===== src/rtl/ps2_pkg.sv =====
// ps2_pkg: shared definitions for the PS/2 key decoder slice.
//   - set-2 scan-code constants used by the decoder
//   - decoder FSM state type
//   - hex digit -> 7-segment pattern table (bit7=a .. bit1=g, bit0=dp)
//   - blank segment pattern (before any output inversion)
package ps2_pkg;

   localparam logic [7:0] SC_E0 = 8'hE0;   // extended prefix
   localparam logic [7:0] SC_F0 = 8'hF0;   // break prefix
   localparam logic [7:0] SC_AA = 8'hAA;   // BAT passed
   localparam logic [7:0] SC_FA = 8'hFA;   // ACK
   localparam logic [7:0] SC_EE = 8'hEE;   // echo

   typedef enum logic [1:0] {
      ST_IDLE,
      ST_E0,
      ST_F0,
      ST_E0F0
   } state_t;

   localparam logic [7:0] SEG_BLANK = 8'h00;

   localparam logic [7:0] HEX7SEG [16] = '{
      8'hFC, 8'h60, 8'hDA, 8'hF2, 8'h66, 8'hB6, 8'hBE, 8'hE0,
      8'hFE, 8'hF6, 8'hEE, 8'h3E, 8'h9C, 8'h7A, 8'h9E, 8'h8E
   };

   function automatic logic [7:0] hex7(input logic [3:0] n);
      return HEX7SEG[n];
   endfunction

endpackage


===== src/rtl/ps2_scan2ascii.sv =====
// ps2_scan2ascii: combinational set-2 scan code -> ASCII lookup.
//   scan   in  8  set-2 make code (non-extended)
//   ascii  out 8  lowercase letter, digit, space or CR; 8'h00 otherwise
module ps2_scan2ascii (
   input  logic [7:0] scan,
   output logic [7:0] ascii
);

   always_comb begin
      ascii = 8'h00;
      unique case (scan)
         8'h1C: ascii = 8'h61;  8'h32: ascii = 8'h62;  8'h21: ascii = 8'h63;
         8'h23: ascii = 8'h64;  8'h24: ascii = 8'h65;  8'h2B: ascii = 8'h66;
         8'h34: ascii = 8'h67;  8'h33: ascii = 8'h68;  8'h43: ascii = 8'h69;
         8'h3B: ascii = 8'h6A;  8'h42: ascii = 8'h6B;  8'h4B: ascii = 8'h6C;
         8'h3A: ascii = 8'h6D;  8'h31: ascii = 8'h6E;  8'h44: ascii = 8'h6F;
         8'h4D: ascii = 8'h70;  8'h15: ascii = 8'h71;  8'h2D: ascii = 8'h72;
         8'h1B: ascii = 8'h73;  8'h2C: ascii = 8'h74;  8'h3C: ascii = 8'h75;
         8'h2A: ascii = 8'h76;  8'h1D: ascii = 8'h77;  8'h22: ascii = 8'h78;
         8'h35: ascii = 8'h79;  8'h1A: ascii = 8'h7A;
         8'h45: ascii = 8'h30;  8'h16: ascii = 8'h31;  8'h1E: ascii = 8'h32;
         8'h26: ascii = 8'h33;  8'h25: ascii = 8'h34;  8'h2E: ascii = 8'h35;
         8'h36: ascii = 8'h36;  8'h3D: ascii = 8'h37;  8'h3E: ascii = 8'h38;
         8'h46: ascii = 8'h39;
         8'h29: ascii = 8'h20;  // space
         8'h5A: ascii = 8'h0D;  // enter
         default: ascii = 8'h00;
      endcase
   end

endmodule


===== src/rtl/ps2_key_decoder.sv =====
// ps2_key_decoder: drains scan-code bytes from ps2_keyboard and decodes set-2
// make / break / E0-extended sequences, tracking the held key, counting new
// presses in BCD and driving 7-segment patterns.
//   clk, resetn              clock, async active-low reset
//   kb_data/kb_ready         head byte and non-empty flag of the keyboard FIFO
//   kb_overflow              FIFO overflow (latched into ovf_sticky)
//   kb_nextdata_n            one-cycle low pops one byte
//   clr                      sync clear of press counter and ovf_sticky
//   key_code/key_ext/key_ascii/key_held   last make code and held status
//   make_pulse/repeat_pulse/break_pulse   one-cycle event pulses
//   press_bcd                BCD press count, digit 0 in LSBs
//   seg_code/seg_ascii/seg_cnt            7-segment patterns
module ps2_key_decoder
   import ps2_pkg::*;
#(
   parameter int unsigned CNT_DIGITS     = 2,
   parameter bit          IGNORE_REPEAT  = 1'b1,
   parameter bit          SEG_ACTIVE_LOW = 1'b1
) (
   input  logic                      clk,
   input  logic                      resetn,
   input  logic [7:0]                kb_data,
   input  logic                      kb_ready,
   input  logic                      kb_overflow,
   output logic                      kb_nextdata_n,
   input  logic                      clr,
   output logic [7:0]                key_code,
   output logic                      key_ext,
   output logic                      key_held,
   output logic [7:0]                key_ascii,
   output logic                      make_pulse,
   output logic                      repeat_pulse,
   output logic                      break_pulse,
   output logic [4*CNT_DIGITS-1:0]   press_bcd,
   output logic                      ovf_sticky,
   output logic [15:0]               seg_code,
   output logic [15:0]               seg_ascii,
   output logic [8*CNT_DIGITS-1:0]   seg_cnt
);

   localparam logic [15:0]             POL16 = {16{SEG_ACTIVE_LOW}};
   localparam logic [8*CNT_DIGITS-1:0] POLC  = {(8*CNT_DIGITS){SEG_ACTIVE_LOW}};

   logic [7:0]              byte_q;
   logic                    byte_v;
   logic [7:0]              ascii_lut;
   state_t                  state, state_nxt;
   logic                    ev_make, ev_brk, ev_ext, match;
   logic                    is_new, is_rep, is_rel, cnt_inc;
   logic [4*CNT_DIGITS-1:0] press_nxt;

   function automatic logic [4*CNT_DIGITS-1:0] bcd_inc(input logic [4*CNT_DIGITS-1:0] v);
      logic [4*CNT_DIGITS-1:0] r;
      logic                    carry;
      r     = v;
      carry = 1'b1;
      for (int unsigned i = 0; i < CNT_DIGITS; i++) begin
         if (carry) begin
            if (r[4*i +: 4] == 4'd9) begin
               r[4*i +: 4] = 4'd0;
            end else begin
               r[4*i +: 4] = r[4*i +: 4] + 4'd1;
               carry       = 1'b0;
            end
         end
      end
      return r;
   endfunction

   ps2_scan2ascii u_scan2ascii (
      .scan  (byte_q),
      .ascii (ascii_lut)
   );

   // Pop only when nextdata_n is currently high, so every pop is followed by
   // at least one idle cycle and the FIFO head has time to advance.
   always_ff @(posedge clk or negedge resetn) begin
      if (!resetn) begin
         kb_nextdata_n <= 1'b1;
         byte_q        <= '0;
         byte_v        <= 1'b0;
      end else begin
         byte_v <= 1'b0;
         if (kb_ready && kb_nextdata_n) begin
            kb_nextdata_n <= 1'b0;
            byte_q        <= kb_data;
            byte_v        <= 1'b1;
         end else begin
            kb_nextdata_n <= 1'b1;
         end
      end
   end

   always_comb begin
      state_nxt = state;
      ev_make   = 1'b0;
      ev_brk    = 1'b0;
      ev_ext    = 1'b0;
      if (byte_v) begin
         unique case (state)
            ST_IDLE: begin
               if (byte_q == SC_E0)
                  state_nxt = ST_E0;
               else if (byte_q == SC_F0)
                  state_nxt = ST_F0;
               else if (!(byte_q == SC_AA || byte_q == SC_FA || byte_q == SC_EE ||
                          byte_q == 8'h00 || byte_q == 8'hFF))
                  ev_make = 1'b1;
            end
            ST_E0: begin
               if (byte_q == SC_F0) begin
                  state_nxt = ST_E0F0;
               end else if (byte_q != SC_E0) begin
                  ev_make   = 1'b1;
                  ev_ext    = 1'b1;
                  state_nxt = ST_IDLE;
               end
            end
            ST_F0: begin
               ev_brk    = 1'b1;
               state_nxt = ST_IDLE;
            end
            ST_E0F0: begin
               ev_brk    = 1'b1;
               ev_ext    = 1'b1;
               state_nxt = ST_IDLE;
            end
            default: state_nxt = ST_IDLE;
         endcase
      end
      match     = key_held && ({ev_ext, byte_q} == {key_ext, key_code});
      is_new    = ev_make && !match;
      is_rep    = ev_make && match;
      is_rel    = ev_brk && match;
      cnt_inc   = is_new || (is_rep && !IGNORE_REPEAT);
      press_nxt = bcd_inc(press_bcd);
   end

   always_ff @(posedge clk or negedge resetn) begin
      if (!resetn) begin
         state        <= ST_IDLE;
         key_code     <= '0;
         key_ext      <= 1'b0;
         key_held     <= 1'b0;
         key_ascii    <= '0;
         make_pulse   <= 1'b0;
         repeat_pulse <= 1'b0;
         break_pulse  <= 1'b0;
         press_bcd    <= '0;
         ovf_sticky   <= 1'b0;
      end else begin
         state        <= state_nxt;
         make_pulse   <= is_new;
         repeat_pulse <= is_rep;
         break_pulse  <= is_rel;
         if (is_new) begin
            key_code  <= byte_q;
            key_ext   <= ev_ext;
            key_ascii <= ev_ext ? 8'h00 : ascii_lut;
            key_held  <= 1'b1;
         end else if (is_rel) begin
            key_held  <= 1'b0;
         end
         if (clr)
            press_bcd <= '0;
         else if (cnt_inc)
            press_bcd <= press_nxt;
         if (kb_overflow)
            ovf_sticky <= 1'b1;
         else if (clr)
            ovf_sticky <= 1'b0;
      end
   end

   always_ff @(posedge clk or negedge resetn) begin
      if (!resetn) begin
         seg_code  <= {2{SEG_BLANK}} ^ POL16;
         seg_ascii <= {2{SEG_BLANK}} ^ POL16;
         seg_cnt   <= {CNT_DIGITS{hex7(4'd0)}} ^ POLC;
      end else begin
         seg_code  <= (key_held ? {hex7(key_code[7:4]),  hex7(key_code[3:0])}
                                : {2{SEG_BLANK}}) ^ POL16;
         seg_ascii <= (key_held ? {hex7(key_ascii[7:4]), hex7(key_ascii[3:0])}
                                : {2{SEG_BLANK}}) ^ POL16;
         for (int unsigned i = 0; i < CNT_DIGITS; i++)
            seg_cnt[8*i +: 8] <= hex7(press_bcd[4*i +: 4]) ^ POLC[8*i +: 8];
      end
   end

endmodule


===== config.mk =====
export PLATFORM = sky130hd
export DESIGN_NAME = ps2_key_decoder
export DESIGN_NICKNAME = d
export VERILOG_FILES = /design/src/rtl/ps2_pkg.sv /design/src/rtl/ps2_scan2ascii.sv /design/src/rtl/ps2_key_decoder.sv
export SDC_FILE = /design/constraint.sdc
export NUM_CORES = 1
export LEC_CHECK = 0
export CORE_MARGIN = 2
export CORE_UTILIZATION = 48
export DETAILED_ROUTE_END_ITERATION = 12
export GPL_TIMING_DRIVEN = 0
export PLACE_DENSITY = 0.76
export SLEW_MARGIN = 30
export SYNTH_ARGS = -nofsm -noshare
export SYNTH_HDL_FRONTEND = slang
export SYNTH_SLANG_ARGS = --single-unit

===== constraint.sdc =====
create_clock -name clk -period 2.5 [get_ports clk]
set_clock_uncertainty 0.05 [all_clocks]
set_input_delay 0.5 -clock clk [delete_from_list [all_inputs] [get_ports clk]]
set_output_delay 0.5 -clock clk [all_outputs]
set_load 0.05 [all_outputs]

Word level (Yosys, flattened, before mapping)
Memory sizes are Yosys's and may differ from the RTL's.
Cells that the tools add are included.
{"block": "word_totals", "mem_count": 7, "latch_bits": 0, "ff_bits": 90, "word_cells": 120, "rom_bits": 1664, "ram_bits": 0}
{"memory": "(name not given)", "words": 128, "word_bits": 7, "read_ports": 1, "rd_clocked_by_memory_dff": 0, "write_ports": 0, "line_no": "ps2_scan2ascii.sv:11", "rtl": "unique case (scan)"}
{"memory": "(name not given)", "words": 16, "word_bits": 8, "read_ports": 1, "rd_clocked_by_memory_dff": 0, "write_ports": 0, "line_no": "ps2_pkg.sv:29", "rtl": "return HEX7SEG[n];"}
{"memory": "(name not given)", "words": 16, "word_bits": 8, "read_ports": 1, "rd_clocked_by_memory_dff": 0, "write_ports": 0, "line_no": "ps2_pkg.sv:29"}
{"memory": "(name not given)", "words": 16, "word_bits": 8, "read_ports": 1, "rd_clocked_by_memory_dff": 0, "write_ports": 0, "line_no": "ps2_pkg.sv:29"}
{"memory": "(name not given)", "words": 16, "word_bits": 8, "read_ports": 1, "rd_clocked_by_memory_dff": 0, "write_ports": 0, "line_no": "ps2_pkg.sv:29"}
{"memory": "(name not given)", "words": 16, "word_bits": 8, "read_ports": 1, "rd_clocked_by_memory_dff": 0, "write_ports": 0, "line_no": "ps2_pkg.sv:29"}
{"memory": "+1 memories"}
{"block": "op_classes", "order_cmp": 6, "n_bitwise": 10, "addsub": 2, "n_shift": 0, "mux": 44, "div": 0, "n_mul": 0, "n_reduce_logical": 19, "n_eq_ne": 15}
{"op": "$mux W8", "count": 16}
{"op": "$eq A8 B8 Y1 const B", "count": 6}
{"op": "$mux W16", "count": 2}
{"op": "$not A16 Y16", "count": 2}
{"op": "$ge A5 B5 Y1 const B", "count": 6}
{"op": "$not A4 Y5", "count": 6}
{"op": "$mux W1", "count": 16}
{"op": "$not A8 Y8", "count": 2}
{"op": "$mux W4", "count": 3}
{"op": "$eq A9 B9 Y1", "count": 1}
{"op": "$add A4 B1 Y4 const B", "count": 2}
{"op": "$eq A4 B4 Y1 const B", "count": 2}
{"op": "$logic_not A8 Y1", "count": 1}
{"op": "$mux W2", "count": 4}
{"op": "$ne A8 B8 Y1 const B", "count": 1}
{"op": "$reduce_bool A2 Y1", "count": 4}
{"op": "$ne A3 B3 Y1 const B", "count": 2}
{"op": "$pmux W2 S3", "count": 1}
{"op": "$logic_and A1 B1 Y1", "count": 5}
{"op": "$eq A2 B2 Y1 const B", "count": 2}
{"op": "$logic_or A1 B1 Y1", "count": 4}
{"op": "$pmux W1 S2", "count": 2}
{"op": "$reduce_and A3 Y1", "count": 1}
{"op": "$eq A2 B1 Y1 const B", "count": 1}
{"op": "other kinds (4)", "count": 4}

Depth between registers and ports, before layout
{"block": "depth", "word_depth": 13, "depth_mapped": 11, "depth_no_buf": 9}

By module
Synthesis repeated with hierarchy kept, for this count alone.
{"block": "unflattened", "hier_cells": 579, "area_unflattened_um2": 5226.3}
{"module": "ps2_key_decoder", "cells_per_inst": 456, "area_each_um2": 4449.3, "instances": 1, "seq_area_each_um2": 2140.8}
{"module": "ps2_scan2ascii", "cells_per_inst": 123, "area_each_um2": 777.0, "instances": 1, "seq_area_each_um2": 0.0}

Worst setup path before layout
OpenSTA, ideal clock, no wires.
{"block": "synth_timing", "path_kind": "flip-flop to flip-flop", "startpoint": "reg byte_q[1]", "endpoint": "reg press_bcd[3]", "arrival_time_ns": 2.512, "path_stages_with_launch": 10, "setup_slack_ns": -0.144, "setup_time_ns": 0.082, "required_time_ns": 2.368, "cell_sequence": "dfrtp_1 -> buf_2 -> inv_1 -> ha_1 -> nand2b_1 -> o41a_4 -> xnor2_2 -> a21o_4 -> or4b_1 -> a31oi_1"}
{"block": "synth_between", "elab_chain_len": 12, "elab_cells_between_ends": 26}
{"item": "start, declared", "line_no": "ps2_key_decoder.sv:44", "rtl": "logic [7:0] byte_q;"}
{"item": "start signal, assigned", "line_no": "ps2_key_decoder.sv:86", "rtl": "byte_q <= kb_data;"}
{"item": "branches (longest 10 deep; another with $eq A9 B9 Y1)"}
{"item": "$logic_and A1 B1 Y1 *", "line_no": "ps2_key_decoder.sv:132", "rtl": "is_new = ev_make && !match;"}
{"item": "$reduce_bool A2 Y1 (no line) *"}
{"item": "end signal, assigned", "line_no": "ps2_key_decoder.sv:167", "rtl": "press_bcd <= press_nxt;"}
{"item": "end, declared", "line_no": "ps2_key_decoder.sv:34", "rtl": "output logic [4*CNT_DIGITS-1:0] press_bcd,"}
Every way passes the cells marked *.
A chain may end at the register's enable or synchronous reset.

Worst setup path in the final report
{"block": "layout_timing", "startpoint": "reg key_held", "endpoint": "out key_held"}
{"item": "start, declared", "line_no": "ps2_key_decoder.sv:29", "rtl": "output logic key_held,"}
{"item": "start signal, assigned", "line_no": "ps2_key_decoder.sv:144", "rtl": "key_held <= 1'b0;"}
{"item": "start signal, assigned", "line_no": "ps2_key_decoder.sv:160", "rtl": "key_held <= 1'b1;"}
{"item": "start signal, assigned", "line_no": "ps2_key_decoder.sv:162", "rtl": "key_held <= 1'b0;"}
No word-level cell between the ends.

==> flow_metrics.env <==
export IMPL_status="completed"
export IMPL_final_util_pct=63.1
export IMPL_placement_rows=37
export IMPL_count_of_cell_types_in_the_netlist=64
export IMPL_critical_path_depth=1
export IMPL_wire_length_per_cell_after_detailed_routing_um=16.8
export IMPL_ff2ff_path_depth=9
export IMPL_wl_met2_um=6280
export IMPL_io_buffer_count=83
export IMPL_finalSetupViolCount=0
export IMPL_clock_power_share_pct=20.4
export IMPL_tightestPinTransition_ns=0.653
export IMPL_total_switching_power_w=0.00237
export IMPL_p_comb_share_pct=47.0
export IMPL_dominantRegCellSynth="dfrtp_1"
export IMPL_cts_sinks=83
export IMPL_timing_max_slew_rel_slack_pct=56.5
export IMPL_die_w_um=107
export IMPL_synth_avg_cell_area_sq_um=9.38
export IMPL_yosys_warnings=0
export IMPL_worst_case_vdd_ir_drop_mv=0.541
export IMPL_ys_seq_area_share_pct=41.5
export IMPL_crit_buf_inv=1
export IMPL_grt_setup_unrepaired="false"
export IMPL_wp_data_required_ns=1.95
export IMPL_totalPowerFinal_w=0.00568
export IMPL_avgViaCountPerCell=5.66
export IMPL_postSynth_asyncResetShare_pct=100
export IMPL_grt_pass1_vias=4274
export IMPL_fraction_of_final_layout_cells_sized_beyond_drive_strength_1_pct=16.1
export IMPL_grt_max_degree=47
export IMPL_globalplace_congestion=0.917
export IMPL_clk_lat_worst_skew_ns=0.36
export IMPL_total_global_route_track_usage_pct=24.0
export IMPL_power_frac_seq_pct=32.6
export IMPL_final_min_clock_period_ns=2.42
export IMPL_detailed_place_hpwl_um=9800
export IMPL_detailedRoute_firstPassIterationCount=5
export IMPL_mappedNetlistArea_sq_um=5090
export IMPL_final_hold_viol_count=0
export IMPL_layout_cells_non_filler=789
export IMPL_clk_pin_slew_ns=0.08
export IMPL_worstSetupStartpoint="key_held"
export IMPL_die_h_um=107
export IMPL_rr_startpoint="byte_q[1]"
export IMPL_layout_cells_most_common="clkdlybuf4s50_1"
export IMPL_timing_critical_path_slowest_cell_delay_ns=0.91
export IMPL_antenna_cells=0
export IMPL_dp_cells=768
export IMPL_postSynthRegisterBits=83
export IMPL_slowest_stage="clkdlybuf4s50_1"
export IMPL_cp_max_fo=11
export IMPL_cts_inserted_buffers=9
export IMPL_clock_path_buffers=2
export IMPL_power_report_internal_total_w=0.00331
export IMPL_wirelength_um=13200
export IMPL_critPathLaunchType="flop"
export IMPL_cap_violations=0
export IMPL_path_delay_family="buffers and inverters"
export IMPL_total_leakage_power_nw=2.69
export IMPL_p_sw_share_pct=41.7
export IMPL_setup_worst_path_end_class="primary output"
export IMPL_floorplan_io_pins=92
export IMPL_postRouteAntennaNets=0
export IMPL_maxClockFrequency_mhz=413
export IMPL_globalRoute_totalOverflow=0
export IMPL_cts_root_buf="clkbuf_8"
export IMPL_grt_first_pass_wirelength_um=21600
export IMPL_synth_enable_flop_cells=0
export IMPL_detailed_place_area_sq_um=6150
export IMPL_min_period_over_period_pct=96.9
export IMPL_floorplan_initialDensity_pct=49.3
export IMPL_final_area_sq_um=6510
export IMPL_sum_of_met3_wire_segment_lengths_after_detailed_routing_um=816
export IMPL_drt_first_iter_violations=305
export IMPL_htree_levels=3
export IMPL_grt_antenna_before_repair=0
export IMPL_coreArea_sq_um=10300
export IMPL_remaining_drc_errors=0
export IMPL_nets=699
export IMPL_worstSetupEndpoint="key_held"
export IMPL_timing_critical_path_cells="clkdlybuf4s50_1"
export IMPL_dieArea_sq_um=11400
export IMPL_via_count=4465
export IMPL_most_common_layout_cells="clkdlybuf4s50_1, nand2_1, dfrtp_1, o21ai_0, nor2_1"
export IMPL_m1WireLength_um=5810
export IMPL_worst_ep_arrival_time_ns=1.87
export IMPL_r2r_setup_slack_ns=0.13
export IMPL_min_delay_path_class="flop to flop"
export IMPL_setup_worst_path_class="flop to primary output"
export IMPL_synthesis_instances=543
export IMPL_power_density_over_the_cells_nw_per_um2=871
export IMPL_top_layer_in_use="met4"
export IMPL_worst_r2r_endpoint="press_bcd[3]"
export IMPL_syn2layout_area_growth_pct=27.9
export IMPL_pins_over_slew_limit=0
export IMPL_tritoncts="yes"
[Yosys cell counts, drive strengths merged (4+ instances only)]
cell type | number | share of area (%)
nand2b | 11 | 1.4
nor2 | 37 | 2.7
or2 | 5 | 0.61
nand3 | 7 | 0.69
ha | 38 | 9.3
mux4 | 6 | 2.7
a221o | 4 | 0.79
xnor2 | 8 | 1.5
mux2i | 8 | 1.6
a31oi | 12 | 1.5
nand4 | 4 | 0.49
o211ai | 7 | 1.0
o311ai | 6 | 1.0
nor2b | 11 | 1.4
dfstp | 31 | 16
mux2 | 7 | 1.5
a211oi | 12 | 1.8
inv | 36 | 2.7
dfrtp | 52 | 26
clkbuf | 26 | 1.9
and2 | 5 | 0.66
o22ai | 5 | 0.61
nand2 | 57 | 4.2
a21oi | 22 | 2.2
o31ai | 5 | 0.74
buf | 20 | 2.6
o21ai | 52 | 5.1
[state kept, by name (all words and copies together) (netlist names)]
name / cells
seg_ascii: 14
seg_cnt: 14
seg_code: 14
byte_q: 8
key_code: 8
press_bcd: 8
key_ascii: 7
state: 2
break_pulse: 1
byte_v: 1
kb_nextdata_n: 1
key_ext: 1
key_held: 1
make_pulse: 1
ovf_sticky: 1
repeat_pulse: 1
[area by class of cell]
class	instances	area, sq um
Fill cell	836	3810
Multi-Input combinational cell	382	2700
Sequential cell	83	2120
Timing Repair Buffer	90	912
Buffer	45	238
Tap cell	136	170
Inverter	37	144
Clock buffer	11	131
Clock inverter	5	103
[worst min-delay path by stage]
stage / from / to / slack [ns] / cells after the start
2_1_floorplan: resetn / break_pulse / 0.15 / 0
3_5_place_dp: resetn / byte_q[0] / 0.38 / 1
3_3_place_gp: ovf_sticky / ovf_sticky / 0.42 / 1
4_1_cts: ovf_sticky / ovf_sticky / 0.45 / 1
5_1_grt: ovf_sticky / ovf_sticky / 0.49 / 1
6_report: ovf_sticky / ovf_sticky / 0.44 / 1
[stage by stage]
step                hold WS (ns)  setup TNS [ns]  setup WS (ns)
floorplan                  0.154               0         0.0147
global placement           0.415         -131.91          -1.90
detailed placement         0.378           -4.17         -0.261
CTS                        0.445               0         0.0167
global route               0.491               0         0.0251
finish                     0.438               0         0.0774
[kinds of logic after synthesis]
group	after synthesis	share of synthesized area (%)
DFF	83	41.5
xor gates and xnor gates	10	1.87
AOI/OAI and AO/OA	151	19.5
muxes	21	5.77
adders and majority gates	38	9.34
buffers and inverters	83	7.27
other	2	0.147
and+or+nand+nor	155	14.6
[power groups by stage]
stage | combinational [W] | sequential (W) | clock (W)
finish | 0.00267 | 0.00185 | 0.00116
global route | 0.00284 | 0.00189 | 0.00124
CTS | 0.00263 | 0.00186 | 0.00117
detailed placement | 0.00259 | 0.00189 | 0
global placement | 0.00255 | 0.00188 | 0
floorplan | 0.000945 | 0.00275 | 0
[per-layer routing]
metal  global-route usage (%)  vias to the layer above
met5                        0                        -
met4                     9.55                        0
met3                     4.38                       26
li1                         -                     2098
met1                     33.0                     2184
met2                     37.5                      157
[timing repair]
action | 4_1_cts | 5_1_grt
hold buffers | 1 | 0
endpoints found under the hold margin | 34 | 0
resized for setup | 9 | 7
setup buffers | 3 | 2
endpoints found under the setup margin | 25 | 9
pin swaps | 0 | 2
(Power assumes the default switching activity.)
